`config.mk`:
```
export PLATFORM = sky130hd
export DESIGN_NAME = mux8_rr_scheduler
export DESIGN_NICKNAME = d
export VERILOG_FILES = /design/src/rtl/mux8_sched_pkg.sv /design/src/rtl/mux8to1_core.sv /design/src/rtl/mux8_rr_scheduler.sv
export SDC_FILE = /design/constraint.sdc
export NUM_CORES = 1
export LEC_CHECK = 0
export CAP_MARGIN = 20
export CORE_ASPECT_RATIO = 1.4
export CORE_MARGIN = 1.5
export CORE_UTILIZATION = 40
export DETAILED_ROUTE_END_ITERATION = 10
export GPL_TIMING_DRIVEN = 0
export SLEW_MARGIN = 40
export SYNTH_ARGS = -nofsm -noshare
export SYNTH_HDL_FRONTEND = slang
export SYNTH_SLANG_ARGS = --single-unit
```
`constraint.sdc`:
```
create_clock -name clk -period 4.5 [get_ports clk]
set_clock_uncertainty 0.2 [all_clocks]
set_input_delay 0.9 -clock clk [delete_from_list [all_inputs] [get_ports clk]]
set_output_delay 0.9 -clock clk [all_outputs]
set_load 0.02 [all_outputs]
```
`src/rtl/mux8_sched_pkg.sv`:
```
// -----------------------------------------------------------------------------
// mux8_sched_pkg
// Shared types and helpers for the 8-source round-robin mux scheduler.
//   state_t  : scheduler FSM states (IDLE, GRANT)
//   pick_t   : result of a round-robin search (found flag + winning index)
//   rr_pick  : first set bit of req at or above ptr, wrapping 7 -> 0
// -----------------------------------------------------------------------------
package mux8_sched_pkg;

  localparam int NUM_REQ = 8;
  localparam int SEL_W   = 3;

  typedef enum logic {
    IDLE  = 1'b0,
    GRANT = 1'b1
  } state_t;

  typedef struct packed {
    logic             found;
    logic [SEL_W-1:0] idx;
  } pick_t;

  // Candidate index wraps naturally in SEL_W bits, so scanning NUM_REQ
  // offsets from ptr visits every source exactly once, starting at ptr.
  function automatic pick_t rr_pick(input logic [NUM_REQ-1:0] req,
                                    input logic [SEL_W-1:0]   ptr);
    pick_t            p;
    logic [SEL_W-1:0] cand;
    p.found = 1'b0;
    p.idx   = '0;
    for (int i = 0; i < NUM_REQ; i++) begin
      cand = ptr + SEL_W'(i);
      if (!p.found && req[cand]) begin
        p.found = 1'b1;
        p.idx   = cand;
      end
    end
    return p;
  endfunction

endpackage

```
`src/rtl/mux8to1_core.sv`:
```
// -----------------------------------------------------------------------------
// mux8to1_core
// Pure combinational 8:1 single-bit multiplexer. Every select code 0..7 is
// routed; there is no out-of-range value.
//   in  [7:0] : data bits, in[i] belongs to source i
//   sel [2:0] : source index
//   out       : in[sel]
// -----------------------------------------------------------------------------
module mux8to1_core
  import mux8_sched_pkg::*;
(
  input  logic [NUM_REQ-1:0] in,
  input  logic [SEL_W-1:0]   sel,
  output logic               out
);

  assign out = in[sel];

endmodule

```
`src/rtl/mux8_rr_scheduler.sv`:
```
// -----------------------------------------------------------------------------
// mux8_rr_scheduler
// Time-shares one 8:1 bit mux between 8 requesters. Round-robin arbitration
// with a bounded burst: a holder keeps the grant for at most BURST_MAX
// consecutive cycles, then the search restarts just above it.
//   clk       : rising-edge clock
//   rst       : asynchronous, active-high reset
//   req [7:0] : request vector (level, not latched)
//   in  [7:0] : data bits, in[i] belongs to source i
//   sel [2:0] : index of the current grant holder
//   gnt [7:0] : one-hot grant, zero when idle
//   out       : in[sel] while granted, else 0 (combinational from live in)
//   out_valid : high in every GRANT cycle
//   busy      : copy of out_valid for the status register
// -----------------------------------------------------------------------------
module mux8_rr_scheduler
  import mux8_sched_pkg::*;
#(
  parameter int BURST_MAX = 4,
  parameter int CNT_W     = 4
)(
  input  logic               clk,
  input  logic               rst,
  input  logic [NUM_REQ-1:0] req,
  input  logic [NUM_REQ-1:0] in,
  output logic [SEL_W-1:0]   sel,
  output logic [NUM_REQ-1:0] gnt,
  output logic               out,
  output logic               out_valid,
  output logic               busy
);

  state_t             r_state, w_state_nxt;
  logic [SEL_W-1:0]   r_sel, w_sel_nxt;
  logic [SEL_W-1:0]   r_ptr, w_ptr_nxt;
  logic [NUM_REQ-1:0] r_gnt, w_gnt_nxt;
  logic [CNT_W-1:0]   r_cnt, w_cnt_nxt;

  logic               w_exit;
  logic [SEL_W-1:0]   w_search_ptr;
  pick_t              w_pick;
  logic               w_mux_out;
  logic               w_valid;

  // While granted, the search base is the pointer value that an exit would
  // commit (sel+1), so a handover costs no idle cycle.
  always_comb begin
    w_exit       = (!req[r_sel]) || (r_cnt == CNT_W'(BURST_MAX));
    w_search_ptr = (r_state == GRANT) ? (r_sel + SEL_W'(1)) : r_ptr;
    w_pick       = rr_pick(req, w_search_ptr);

    w_state_nxt  = r_state;
    w_sel_nxt    = r_sel;
    w_ptr_nxt    = r_ptr;
    w_gnt_nxt    = r_gnt;
    w_cnt_nxt    = r_cnt;

    case (r_state)
      IDLE: begin
        if (w_pick.found) begin
          w_state_nxt           = GRANT;
          w_sel_nxt             = w_pick.idx;
          w_gnt_nxt             = '0;
          w_gnt_nxt[w_pick.idx] = 1'b1;
          w_cnt_nxt             = CNT_W'(1);
        end
      end
      GRANT: begin
        if (!w_exit) begin
          w_cnt_nxt = r_cnt + CNT_W'(1);
        end else begin
          w_ptr_nxt = w_search_ptr;
          if (w_pick.found) begin
            // A lone requester wraps back to itself and restarts its burst.
            w_sel_nxt             = w_pick.idx;
            w_gnt_nxt             = '0;
            w_gnt_nxt[w_pick.idx] = 1'b1;
            w_cnt_nxt             = CNT_W'(1);
          end else begin
            w_state_nxt = IDLE;
            w_gnt_nxt   = '0;
            w_cnt_nxt   = '0;
          end
        end
      end
      default: begin
        w_state_nxt = IDLE;
        w_gnt_nxt   = '0;
        w_cnt_nxt   = '0;
      end
    endcase
  end

  always_ff @(posedge clk or posedge rst) begin
    if (rst) begin
      r_state <= IDLE;
      r_sel   <= '0;
      r_ptr   <= '0;
      r_gnt   <= '0;
      r_cnt   <= '0;
    end else begin
      r_state <= w_state_nxt;
      r_sel   <= w_sel_nxt;
      r_ptr   <= w_ptr_nxt;
      r_gnt   <= w_gnt_nxt;
      r_cnt   <= w_cnt_nxt;
    end
  end

  mux8to1_core u_mux (
    .in  (in),
    .sel (r_sel),
    .out (w_mux_out)
  );

  assign w_valid   = (r_state == GRANT);
  assign sel       = r_sel;
  assign gnt       = r_gnt;
  assign out       = w_mux_out & w_valid;
  assign out_valid = w_valid;
  assign busy      = w_valid;

endmodule

```
After elaboration in Yosys (flattened, before gate mapping)
Cells that the tools add are included.
Widths: inputs -> output; s select.
{"block": "totals", "reg_bits": 19, "elab_cells": 94, "input_bits": 18}
{"block": "op_classes", "n_reduce_logical": 19, "addsub": 9, "order_cmp": 11, "muxes": 45, "eq_ne": 3, "bitwise": 2}
{"operator": "$lt 3x4->1 const B", "count": 10}
{"operator": "$mux 4", "count": 10}
{"operator": "$bmux 1 s3", "count": 10}
{"operator": "$mux 8", "count": 3}
{"operator": "$pmux 8 s2", "count": 1}
{"operator": "$mux 1", "count": 14}
{"operator": "$add 3x3->3 const B", "count": 4}
{"operator": "$mux 3", "count": 3}
{"operator": "$logic_and 1x1->1", "count": 8}
{"operator": "$logic_not 1->1", "count": 8}
{"operator": "$pmux 4 s2", "count": 1}
{"operator": "$add 3x1->3 const B", "count": 2}
{"operator": "$add 3x2->3 const B", "count": 2}
{"operator": "$pmux 3 s2", "count": 1}
{"operator": "$add 4x1->4 const B", "count": 1}
{"operator": "$eq 4x3->1 const B", "count": 1}
{"operator": "$reduce_and 2->1", "count": 2}
{"operator": "$demux 1 s3", "count": 1}
{"operator": "$ge 3x1->1 const B", "count": 1}
{"operator": "$ne 2x1->1 const B", "count": 1}
{"operator": "$ne 2x2->1 const B", "count": 1}
{"operator": "$pmux 1 s2", "count": 1}
{"operator": "$and 1x1->1", "count": 1}
{"operator": "$logic_or 1x1->1", "count": 1}
{"operator": "$not 1->1", "count": 1}

Longest topological paths before layout
{"block": "logic_depth", "word_depth": 33, "mapped_depth": 16, "depth_no_buf": 13}

By module
From an unflattened synthesis, not the netlist that was laid out.
{"block": "hier_totals", "hier_cells": 226, "hier_area_um2": 2102.0}
{"mod": "mux8_rr_scheduler", "instances": 1, "cells_per_inst": 223, "area_per_inst_um2": 2038.2}
{"mod": "mux8to1_core", "instances": 1, "cells_per_inst": 3, "area_per_inst_um2": 63.8}

Least setup slack after synthesis
OpenSTA, ideal clock, no wires.
{"block": "synth_timing", "path_kind": "register to register", "start": "register r_sel[1], in the netlist sel[1]", "end": "register r_gnt[2], in the netlist gnt[2]", "period_less_slack_ps": 4212, "slack_ps": 288, "stages_incl_launch_ff": 16, "t_arrival_ps": 3891, "setup_time_ps": 121, "n_path_buf": 2, "cell_sequence": "dfrtp_1 ha_1 mux2i_2 inv_4 clkbuf_1 ha_1 buf_1 mux2i_1 nor3_1 o2bb2ai_1 nand2_1 or4_1 o2111ai_2 o211ai_2 and2b_1 a22o_1"}
{"block": "synth_between", "elab_chain_cells": 33, "elab_cells_between_ends": 63}
{"item": "start: declaration", "line_no": "mux8_rr_scheduler.sv:34", "text": "logic [SEL_W-1:0] r_sel, w_sel_nxt;"}
{"item": "start signal: assignment", "line_no": "mux8_rr_scheduler.sv:103", "text": "r_sel <= w_sel_nxt;"}
{"item": "$add 3x1->3 *", "line_no": "mux8_rr_scheduler.sv:49", "text": "w_search_ptr = (r_state == GRANT) ? (r_sel + SEL_W'(1)) : r_ptr;"}
{"item": "$mux 3 *", "line_no": "mux8_rr_scheduler.sv:49"}
{"item": "via w_search_ptr[1]", "line_no": "mux8_rr_scheduler.sv:40", "text": "logic [SEL_W-1:0] w_search_ptr;"}
{"item": "parallel branches: the longest is 23 deep, another holds $add 3x1->3"}
{"item": "$mux 4 *", "line_no": "mux8_sched_pkg.sv:33", "text": "if (!p.found && req[cand]) begin"}
{"item": "$lt 3x4->1 (implied by the code) or $ge 3x1->1 (tied branches)", "line_no": "mux8_rr_scheduler.sv:64, mux8_rr_scheduler.sv:77"}
{"item": "$logic_and 1x1->1 (implied by the code)", "line_no": "mux8_rr_scheduler.sv:64, mux8_rr_scheduler.sv:77"}
{"item": "$mux 1 (implied by the code)", "line_no": "mux8_rr_scheduler.sv:64, mux8_rr_scheduler.sv:77"}
{"item": "$demux 1 s3", "line_no": "mux8_rr_scheduler.sv:64, mux8_rr_scheduler.sv:77"}
{"item": "$mux 8", "line_no": "mux8_rr_scheduler.sv:73", "text": "if (w_pick.found) begin"}
{"item": "$mux 8", "line_no": "mux8_rr_scheduler.sv:69", "text": "if (!w_exit) begin"}
{"item": "$pmux 8 s2", "line_no": "mux8_rr_scheduler.sv:58", "text": "case (r_state)"}
{"item": "end signal: assignment", "line_no": "mux8_rr_scheduler.sv:105", "text": "r_gnt <= w_gnt_nxt;"}
{"item": "end: declaration", "line_no": "mux8_rr_scheduler.sv:36", "text": "logic [NUM_REQ-1:0] r_gnt, w_gnt_nxt;"}
Mark *: on every way through the listed nets, which the timed path passes. The select of a mux whose other input is x is not followed.
A chain may end at the register's enable or synchronous reset.

Worst setup path in the final report
{"block": "layout_timing", "start": "register r_sel[1], in the netlist sel[1]", "end": "register r_gnt[6], in the netlist gnt[6]"}
{"block": "layout_between", "elab_chain_cells": 33, "elab_cells_between_ends": 63}
{"item": "parallel branches: the longest is 33 deep, another holds $add 3x1->3"}
Parallel ways; which one is timed is not known. The select of a mux whose other input is x is not followed.

==> results by stage <==
Final layout:
- The fraction of final layout cells with drive strength greater than 1 is approximately 14%.
- The number of nets in the layout is about 320.
- Fill cells in the final layout number 535.
- The antenna diode count is 0.
- The final design instance area without fill is 2650 um2.
- The area growth from synthesis to layout is 21.6%.

Synth:
- The number of instances in the synthesized netlist is 265.
- The mean area per synthesized cell is about 8.2 um2.
- Counting flops and latches in the post-synthesis netlist gives 19.
- After synthesis the cells add up to 2180 um2.
- The post-synthesis async set-or-reset flop share is 100%.
- The most used flip-flop cell after synthesis is sky130_fd_sc_hd__dfrtp_1.
- Counting every net in the synthesized netlist gives 287.
- Sequential elements use 21.8% of the synthesized area.
- In this run, distinct cell masters in the synthesized netlist total 66.
- The number of flops mapped to enable cells by yosys is 0.
- During synthesis, Yosys emitted a total of 0 warnings.

Worst hold path:
- The tightest min-delay check is of the flop to flop type.

Floorplanning:
- The die is 90.3 um tall.
- The die is between 60 and 70 um wide.
- The initialized floorplan defines 31 standard-cell rows.
- The die area is 5910 um2.
- For this configuration, the core starts out at a cell density of between 40% and 50%.
- During I/O placement, the number of pins put on the boundary was 32.
- The placeable core area is 5200 um2.

Route:
- The wire length on met1 is roughly 2700 um.
- The violation count after the first detailed-route iteration is around 140.
- The average vias per placed instance is just over 6.
- Wires add up to 6340 um.
- The detailed route wirelength on metal3 is roughly 190 um.
- In the final routed layout, each cell accounts on average for 17.3 um.
- The count of nets left with antenna violations once routing finished came out at 0.
- For this run, design rule violations remaining after detail routing come to 0.
- The detailed router used layers up to and including met4.
- Summed over all nets, wire length on met2 after detailed routing comes to around 3300 um.
- The routed via count is 2264.
- The number of iterations in the first detailed-routing pass is 4.

Global route:
- Global routing used 22.6% of the available tracks across all layers.
- The first-pass GRT wire length is 10700 um.
- Entering global routing, the biggest net connects 20 pins.
- The initial antenna violation count is 0.
- The via count of the first global-routing pass is 2199.
- For this run the aggregate overflow at the end of global routing stands at 0.

STA:
- The worst pin sits at a relative slew slack of 53.2%.
- The final count of hold timing violations is 0.
- The timing-limited maximum frequency is around 250 MHz.
- The final critical path takes up approximately nine tenths of the cycle.
- The final critical path time including I/O delays and setup is 4.04 ns.
- The final-report max-slew violation count is 0.
- At the pin with the least slew margin, the transition time is 0.701 ns.
- Setup repair after global routing left no endpoint under its margin.
- The setup-violating endpoint count in the final report is 0.

Clock network:
- The number of buffers inserted for hold repair after clock tree synthesis is 0.
- Clock-pin slew was measured on the worst setup and hold paths at 0.06 ns.
- CTS built an H-tree with a depth of 1.
- In this run the deepest clock path goes through 2 buffers.
- TritonCTS created 3 clock buffers.
- The tree is rooted in a sky130_fd_sc_hd__clkbuf_8.
- The clock latency on the worst-skew pair is 0.25 ns.
- The clock net in this run drives a total of 19 sinks.
- The clock tree from TritonCTS is done.

Worst setup path:
- On the worst path, the slowest cell contributes a delay of 0.58 ns.
- The data arrival time of the worst path is 3.98 ns.
- STA classifies the critical path endpoint as a flop.
- The sort of element at the start of the critical path is a flop.
- The worst setup path is of the flop to flop kind.
- The signal on the critical path passes through ha_1, mux2i_4, inv_4, ha_2, mux2i_1, nor3_1, o2bb2ai_1, nand2_2, or4_1, o2111ai_2, o211ai_2, and2b_1, a22o_1.
- Among cell families on the critical path, the largest total delay comes from simple AND/OR/NAND/NOR gates.
- For this design, the slowest cell found on the critical path is sky130_fd_sc_hd__or4_1.
- At the worst endpoint, the required time is ~4.4 ns.
- Along the worst path, the maximum fanout reaches 17.
- Together, buffers and inverters on the worst path number 1.

Job:
- The reported max-cap violation count is 0.

Placed design:
- The weighted congestion reported at the end of routability-driven placement is 0.904.
- The cell area after placement is 2570 um2.
- Detailed placement finished with a half-perimeter wire length of a little over 5000 um.
- Input and output buffers added on the ports amount to 31.

Run status:
- The flow ran to the end, and the final reports show no timing, DRC or antenna violations.
Yosys cell counts, types with 6 or more instances:
master                     instances  share of area, %
sky130_fd_sc_hd__nand2_1          26               4.5
sky130_fd_sc_hd__nand3_1          25               5.7
sky130_fd_sc_hd__o21ai_0          25               5.7
sky130_fd_sc_hd__dfrtp_1          19                22
sky130_fd_sc_hd__nor2_1           11               1.9
sky130_fd_sc_hd__mux2i_1          10               4.6
sky130_fd_sc_hd__a21oi_1           8               1.8
sky130_fd_sc_hd__and2_1            8               2.3
sky130_fd_sc_hd__a211oi_1          7               2.4
sky130_fd_sc_hd__inv_1             7               1.2
sky130_fd_sc_hd__mux4_2            7               7.2
sky130_fd_sc_hd__nand4_1           6               1.7
worst min-delay path, stage by stage, from the launching register on:
cell	delay [ns]
sky130_fd_sc_hd__dfrtp_1	0.34
sky130_fd_sc_hd__nand2_1	0.05
sky130_fd_sc_hd__o21ai_0	0.06
area by class of cell:
type,instances,area [um2],share of cell area [%]
multi-input cells,224,1620,61.0
plain buffers,11,62.6,2.36
clock buffers,4,45.0,1.70
inverters,9,36.3,1.37
flip-flops and latches,19,475,17.9
well taps,66,82.6,3.12
repair buffers,34,333,12.6
stage by stage:
stage	std cells	setup WS (ns)	hold WS (ns)	util [%]	setup TNS, ns
floorplan	265	0.288	0.246	-	0
global placement	362	-0.564	0.267	49.5	-5.21
detailed placement	362	-0.487	0.270	49.5	-4.28
global route	367	0.148	0.306	51.0	0
finish	367	0.460	0.281	51.0	0
CTS	364	0.170	0.284	50.4	0
cell usage in the layout (no fill, tap or decap), drive strengths merged, types with 4 or more instances in the layout:
cell,instances
a211oi,7
a21oi,8
a22o,5
and2,8
buf,11
clkbuf,7
clkdlybuf4s50,31
dfrtp,19
ha,4
inv,9
mux2,4
mux2i,11
mux4,7
nand2,26
nand3,25
nand4,6
nor2,12
nor2b,4
nor3,6
nor4,5
o21ai,29
o31ai,4
path summary, 6_finish.rpt:
kind	start	endpoint	slack [ns]	cells past startpoint
hold reg to reg	gnt[1]	gnt[1]	0.28	2
max in group asynchronous	rst	gnt[5]	2.79	2
hold / removal	gnt[1]	gnt[1]	0.28	2
min in group asynchronous	rst	sel[2]	0.87	2
setup reg to reg	sel[1]	gnt[6]	0.46	13
setup / recovery	sel[1]	gnt[6]	0.46	13
flip-flops by register name, indices dropped and copies added, names as in the netlist:
register and cells:
busy 1, r_ptr 3, sel 3, r_cnt 4
gnt 8
kinds of logic after synthesis:
family | after synthesis | synth area share, %
mux | 22 | 14.5
fa+ha+maj | 4 | 2.30
compound gates | 85 | 27.2
buf+inv | 22 | 4.88
flops | 19 | 21.8
simple gates | 109 | 27.4
xor+xnor | 4 | 1.95
layer usage:
layer	vias to the layer above	global-route usage (%)
li1	1108	-
met1	1066	27.7
met2	73	40.5
met3	17	0.998
met4	0	9.03
met5	-	0
timing repair:
action	CTS	global route
setup endpoints to repair	15	8
setup buffers	0	3
gates resized for setup	2	2
pin swaps	0	1
Power is left out: the tool's default activity adds up to more than one toggle a clock period on the data nets, which glitch-free logic cannot reach.
